<file path="config.mk">
export PLATFORM = sky130hd
export DESIGN_NAME = imm_gen_stage
export DESIGN_NICKNAME = d
export VERILOG_FILES = /design/src/rtl/imm_gen_stage.sv
export SDC_FILE = /design/constraint.sdc
export NUM_CORES = 1
export LEC_CHECK = 0
export ABC_AREA = 1
export BUFFER_PORTS_ARGS = -buffer_cell sky130_fd_sc_hd__buf_2
export CORE_ASPECT_RATIO = 0.5
export CORE_MARGIN = 1.5
export CORE_UTILIZATION = 38
export CTS_CLUSTER_DIAMETER = 30
export DETAILED_ROUTE_END_ITERATION = 16
export GPL_TIMING_DRIVEN = 0
export SLEW_MARGIN = 15
export SYNTH_ARGS = -nofsm -noshare
export SYNTH_HDL_FRONTEND = slang
export SYNTH_SLANG_ARGS = --single-unit
</file>
<file path="constraint.sdc">
create_clock -name clk -period 4.9 [get_ports clk]
set_input_delay 1.47 -clock clk [delete_from_list [all_inputs] [get_ports clk]]
set_output_delay 1.47 -clock clk [all_outputs]
set_load 0.005 [all_outputs]
</file>
<file path="src/rtl/imm_gen_stage.sv">
// Decode-stage immediate generator: decodes the RISC-V immediate, format code and
// illegal-opcode flag, registered behind a two-entry skid buffer (main + skid).
module imm_gen_stage #(
  parameter int XLEN = 32,
  parameter int TAGW = 32
) (
  input  logic            clk,
  input  logic            rst,
  input  logic            flush,
  input  logic            in_valid,
  output logic            in_ready,
  input  logic [31:0]     in_instr,
  input  logic [TAGW-1:0] in_tag,
  output logic            out_valid,
  input  logic            out_ready,
  output logic [XLEN-1:0] out_imm,
  output logic [2:0]      out_fmt,
  output logic            out_illegal,
  output logic [31:0]     out_instr,
  output logic [TAGW-1:0] out_tag
);

  if (XLEN != 32 && XLEN != 64) begin : g_bad_xlen
    $error("imm_gen_stage: XLEN must be 32 or 64");
  end

  localparam logic [6:0] OPC_LUI       = 7'b0110111;
  localparam logic [6:0] OPC_AUIPC     = 7'b0010111;
  localparam logic [6:0] OPC_JAL       = 7'b1101111;
  localparam logic [6:0] OPC_JALR      = 7'b1100111;
  localparam logic [6:0] OPC_LOAD      = 7'b0000011;
  localparam logic [6:0] OPC_OP_IMM    = 7'b0010011;
  localparam logic [6:0] OPC_OP_IMM_32 = 7'b0011011;
  localparam logic [6:0] OPC_STORE     = 7'b0100011;
  localparam logic [6:0] OPC_BRANCH    = 7'b1100011;
  localparam logic [6:0] OPC_SYSTEM    = 7'b1110011;
  localparam logic [6:0] OPC_OP        = 7'b0110011;
  localparam logic [6:0] OPC_OP_32     = 7'b0111011;
  localparam logic [6:0] OPC_MISC_MEM  = 7'b0001111;

  localparam logic [2:0] FMT_NONE  = 3'd0;
  localparam logic [2:0] FMT_I     = 3'd1;
  localparam logic [2:0] FMT_S     = 3'd2;
  localparam logic [2:0] FMT_B     = 3'd3;
  localparam logic [2:0] FMT_U     = 3'd4;
  localparam logic [2:0] FMT_J     = 3'd5;
  localparam logic [2:0] FMT_SHAMT = 3'd6;
  localparam logic [2:0] FMT_ZIMM  = 3'd7;

  typedef enum logic [1:0] {
    IMM_ZERO,
    IMM_SEXT,
    IMM_ZEXT
  } imm_kind_e;

  typedef struct packed {
    logic [XLEN-1:0] imm;
    logic [2:0]      fmt;
    logic            illegal;
    logic [31:0]     instr;
    logic [TAGW-1:0] tag;
  } entry_t;

  // ---------------------------------------------------------------------------
  // Immediate decode
  // ---------------------------------------------------------------------------
  logic [6:0]      opcode;
  logic [2:0]      funct3;
  logic            is_shift;
  logic [31:0]     sext_raw;
  logic [5:0]      zext_raw;
  imm_kind_e       imm_kind;
  logic [2:0]      dec_fmt;
  logic            dec_illegal;
  logic [XLEN-1:0] dec_imm;
  entry_t          dec_entry;

  assign opcode   = in_instr[6:0];
  assign funct3   = in_instr[14:12];
  assign is_shift = (funct3 == 3'b001) || (funct3 == 3'b101);

  always_comb begin
    sext_raw    = '0;
    zext_raw    = '0;
    imm_kind    = IMM_ZERO;
    dec_fmt     = FMT_NONE;
    dec_illegal = 1'b0;
    case (opcode)
      OPC_LUI, OPC_AUIPC: begin
        dec_fmt  = FMT_U;
        imm_kind = IMM_SEXT;
        sext_raw = {in_instr[31:12], 12'b0};
      end
      OPC_JAL: begin
        dec_fmt  = FMT_J;
        imm_kind = IMM_SEXT;
        sext_raw = {{11{in_instr[31]}}, in_instr[31], in_instr[19:12], in_instr[20],
                    in_instr[30:21], 1'b0};
      end
      OPC_JALR, OPC_LOAD: begin
        dec_fmt  = FMT_I;
        imm_kind = IMM_SEXT;
        sext_raw = {{20{in_instr[31]}}, in_instr[31:20]};
      end
      OPC_OP_IMM: begin
        if (is_shift) begin
          // Bit 30 selects SRAI and is never part of the shift amount.
          dec_fmt  = FMT_SHAMT;
          imm_kind = IMM_ZEXT;
          zext_raw = {(XLEN == 64) ? in_instr[25] : 1'b0, in_instr[24:20]};
        end else begin
          dec_fmt  = FMT_I;
          imm_kind = IMM_SEXT;
          sext_raw = {{20{in_instr[31]}}, in_instr[31:20]};
        end
      end
      OPC_OP_IMM_32: begin
        if (XLEN != 64) begin
          dec_illegal = 1'b1;
        end else if (is_shift) begin
          dec_fmt  = FMT_SHAMT;
          imm_kind = IMM_ZEXT;
          zext_raw = {1'b0, in_instr[24:20]};
        end else begin
          dec_fmt  = FMT_I;
          imm_kind = IMM_SEXT;
          sext_raw = {{20{in_instr[31]}}, in_instr[31:20]};
        end
      end
      OPC_STORE: begin
        dec_fmt  = FMT_S;
        imm_kind = IMM_SEXT;
        sext_raw = {{20{in_instr[31]}}, in_instr[31:25], in_instr[11:7]};
      end
      OPC_BRANCH: begin
        dec_fmt  = FMT_B;
        imm_kind = IMM_SEXT;
        sext_raw = {{19{in_instr[31]}}, in_instr[31], in_instr[7], in_instr[30:25],
                    in_instr[11:8], 1'b0};
      end
      OPC_SYSTEM: begin
        if (funct3[2]) begin
          dec_fmt  = FMT_ZIMM;
          imm_kind = IMM_ZEXT;
          zext_raw = {1'b0, in_instr[19:15]};
        end
      end
      OPC_OP, OPC_MISC_MEM: begin
        dec_fmt = FMT_NONE;
      end
      OPC_OP_32: begin
        dec_illegal = (XLEN != 64);
      end
      default: begin
        dec_illegal = 1'b1;
      end
    endcase
  end

  always_comb begin
    dec_imm = '0;
    case (imm_kind)
      IMM_SEXT: dec_imm = XLEN'($signed(sext_raw));
      IMM_ZEXT: dec_imm = XLEN'(zext_raw);
      default:  dec_imm = '0;
    endcase
  end

  always_comb begin
    dec_entry         = '0;
    dec_entry.imm     = dec_imm;
    dec_entry.fmt     = dec_fmt;
    dec_entry.illegal = dec_illegal;
    dec_entry.instr   = in_instr;
    dec_entry.tag     = in_tag;
  end

  // ---------------------------------------------------------------------------
  // Skid buffer. Valid/ready: a beat moves on a rising edge where valid and
  // ready are both high; a producer holds valid and payload until it moves.
  // in_ready looks only at the skid slot, never at out_ready.
  // ---------------------------------------------------------------------------
  entry_t main_q, main_d;
  entry_t skid_q, skid_d;
  logic   main_valid_q, main_valid_d;
  logic   skid_valid_q, skid_valid_d;
  logic   in_xfer;
  logic   out_xfer;

  assign in_ready = !skid_valid_q && !rst;
  assign in_xfer  = in_valid && in_ready;
  assign out_xfer = main_valid_q && out_ready;

  always_comb begin
    main_d       = main_q;
    skid_d       = skid_q;
    main_valid_d = main_valid_q;
    skid_valid_d = skid_valid_q;
    if (flush) begin
      main_valid_d = 1'b0;
      skid_valid_d = 1'b0;
    end else begin
      if (out_xfer) begin
        if (skid_valid_q) begin
          main_d       = skid_q;
          skid_valid_d = 1'b0;
        end else begin
          main_valid_d = 1'b0;
        end
      end
      // in_xfer implies the skid slot is empty, so it never collides with the move above.
      if (in_xfer) begin
        if (!main_valid_q || out_xfer) begin
          main_d       = dec_entry;
          main_valid_d = 1'b1;
        end else begin
          skid_d       = dec_entry;
          skid_valid_d = 1'b1;
        end
      end
    end
  end

  always_ff @(posedge clk) begin
    if (rst) begin
      main_q       <= '0;
      skid_q       <= '0;
      main_valid_q <= 1'b0;
      skid_valid_q <= 1'b0;
    end else begin
      main_q       <= main_d;
      skid_q       <= skid_d;
      main_valid_q <= main_valid_d;
      skid_valid_q <= skid_valid_d;
    end
  end

  assign out_valid   = main_valid_q;
  assign out_imm     = main_q.imm;
  assign out_fmt     = main_q.fmt;
  assign out_illegal = main_q.illegal;
  assign out_instr   = main_q.instr;
  assign out_tag     = main_q.tag;

endmodule

</file>
==> impl_metrics.tcl <==
set metrics [dict create \
    worst_setup_path_end_kind "flip-flop" \
    cp_max_fo 10 \
    remaining_drc_errors 0 \
    powerDensity_nw_per_um2 368 \
    wl_per_cell_um 17.9 \
    die_height_um 114 \
    clock.fmax_mhz 295 \
    ys_seq_elements 202 \
    timing.rr.end "skid_q[36]" \
    synth_flop_cell "dfxtp_1" \
    drt_iter0_markers 961 \
    start_kind "input pin" \
    r2r-start "out_valid" \
    ir_drop_mv 0.223 \
    r2r_cells 9 \
    synth-edff-count 0 \
    placed_cells 1876 \
    postRouteAntennaNets 0 \
    wirelength_um 34700 \
    final_util 0.486 \
    n_fill_cell 2505 \
    path_clk_slew_ns 0.06 \
    setup_viol 0 \
    first_pass_iters 5 \
    synth.net_count 1442 \
    num_rows 40 \
    finalHoldViolCount 0 \
    ys_types 28 \
    dp.final_hpwl_um 25900 \
    min_period_over_period 0.691 \
    required_ns 5.41 \
    antenna_found_initial 2 \
    die_w_um 225 \
    p_leak_nw 5.32 \
    place_ws_ns 1.02 \
    crit_end "out_imm[9]" \
    grt_first_pass_wirelength_um 53300 \
    tightest_slew_ns 1.10 \
    fin_crit_ns 3.39 \
    ctsHoldBuffers 0 \
    portBuffers 169 \
    finalSetupTns_ns 0 \
    worstPathArrival_ns 3.90 \
    final_cell_mix "nand2_1 (344), dfxtp_1 (202), o21ai_0 (196)" \
    insertion_delay_ns 0.57 \
    initial_utilization 0.390 \
    placed_cell_area_um2 10700 \
    place_congestion 0.981 \
    multi_input_area_um2 4460 \
    cap_viol_max_count 0 \
    dieArea_um2 25700 \
    p_clk_frac 0.515 \
    vias_per_cell 5.31 \
    area_growth_pct 24.7 \
    fin_nets 1644 \
    crit_chain "buf_2, inv_1, nand2_1, nor2_4, nand2_1, inv_1, nand2_2, nand2_1, inv_1, ha_1, nor2_4, buf_6, nand3_1, nand2_1, nand2_1, nand2_1" \
    clockBufferDepth 3 \
    path_class "input pin to flip-flop" \
    vias 10300 \
    numCtsBuffers 31 \
    grt_pass1_vias 9696 \
    post_cts_buffers 0 \
    internal_power_mw 3.18 \
    grt_max_degree 16 \
    worst_path_dominant_cell_family "simple AND/OR/NAND/NOR gates" \
    final.setup_skew_ns 0.00934 \
    startpoint "in_instr[2]" \
    combPwrFrac 0.086 \
    root_buffer "clkbuf_16" \
    syn_inst 1371 \
    cp_slowest_cell "ha_1" \
    power_switching_mw 1.13 \
    slew_violations 0 \
    cts.sinks 202 \
    cpMostUsedCell "nand2_1" \
    fin_area_um2 11700 \
    relSlewSlack 0.266 \
    rsz0062_at_grt "no" \
    overflow 0 \
    yosys_warnings 0 \
    hp-start "out_tag[27]" \
    drive_gt1_frac 0.163 \
    switching_share 0.262 \
    htreeDepth 1 \
    yosysSeqAreaShare 0.430 \
    syn_avg_cell_area_um2 6.85 \
    final_cell_count_no_fill 1935 \
    fin_ws_ns 1.51 \
    critical_path_buf_inv_count 5 \
    seq_area_um2 4040 \
    max_stage_delay_ns 0.34 \
    sequentialPowerShare 0.400 \
    hold_class "flip-flop to flip-flop" \
    path_depth 16 \
    synthArstFlopShare 0 \
    core-area_um2 24100 \
    track_usage 0.269 \
    boundaryPins 171 \
    outcome "finished clean" \
    reg2reg_setup_slack_ns 2.64 \
    syn_area_um2 9400 \
    layout_commonest_cell "nand2_1" \
    cts_tree "done" \
    cts_resized 0 \
]
## cells in the mapped netlist, types with 6 or more instances
cell	count	area, um2
a31oi_1	15	93.8
buf_2	16	80.1
o22ai_1	41	257
dfxtp_1	202	4040
nand2_1	344	1290
nand3b_1	12	90.1
o211ai_1	31	233
nand3_1	62	310
clkbuf_1	74	278
nor2_1	91	342
nand4_1	6	37.5
a21oi_1	103	515
o21ai_1	10	50.1
inv_2	6	22.5
mux2i_1	11	110
inv_1	124	465
o21ai_0	196	981
buf_1	7	26.3
## tightest hold or removal path: stages (launching register included)
cell	delay [ns]
dfxtp_1	0.30
inv_1	0.04
a21oi_1	0.05
## worst min-delay path by stage
stage / to / slack (ns) / cells past startpoint
floorplan: skid_q[18] / 0.42 / 2
global placement: out_tag[21] / 0.43 / 2
detailed placement: out_tag[27] / 0.43 / 2
CTS: out_tag[27] / 0.44 / 2
global route: skid_q[15] / 0.46 / 2
finish: out_tag[27] / 0.44 / 2
## kinds of logic (layout without fill, tap and decap cells)
kind of cell,count (synthesis),in the layout,share of synthesized area
muxes,11,11,0.0117
adders and majority gates,2,2,0.00266
DFF,202,202,0.430
other,0,1,0
and+or+nand+nor,527,527,0.231
AOI/OAI and AO/OA,399,399,0.229
buffers and inverters,230,457,0.0956
## through the flow
step	power, mW	hold WS [ns]
after floorplan	1.95	0.425
after global placement	2.12	0.432
after detailed placement	2.12	0.435
after CTS	4.33	0.444
after global routing	4.47	0.464
final	4.31	0.441
## per-layer routing
metal | global-route usage | vias up | share of wire
li1 | - | 4962 | -
met1 | 0.382 | 4835 | 0.46
met2 | 0.397 | 413 | 0.42
met3 | 0.0747 | 64 | 0.099
met4 | 0.0667 | 4 | 0.019
met5 | 0.0285 | - | 0.0027
## final cells by class
class,count,area share
diodes,1,0.000214
inverters,130,0.0416
clock buffers,38,0.0727
plain buffers,100,0.0350
repair buffers,169,0.0722
clock inverters,20,0.0172
flip-flops and latches,202,0.345
multi-input cells,939,0.380
well taps,336,0.0359
## flip-flops by register name, indices dropped and copies added (netlist names)
| signal | cells |
|---|---|
| skid_valid_q | 1 |
| out_fmt | 3 |
| out_imm | 32 |
| out_illegal | 1 |
| out_tag | 32 |
| skid_q | 100 |
| out_instr | 32 |
| out_valid | 1 |
## power by group through the flow
stage	combinational (mW)	sequential, mW	clock (mW)
5_1_grt	0.411	1.73	2.33
2_1_floorplan	0.191	1.76	0
6_report	0.370	1.72	2.22
3_3_place_gp	0.361	1.76	0
3_5_place_dp	0.365	1.76	0
4_1_cts	0.367	1.72	2.24
(Power assumes the default switching activity.)
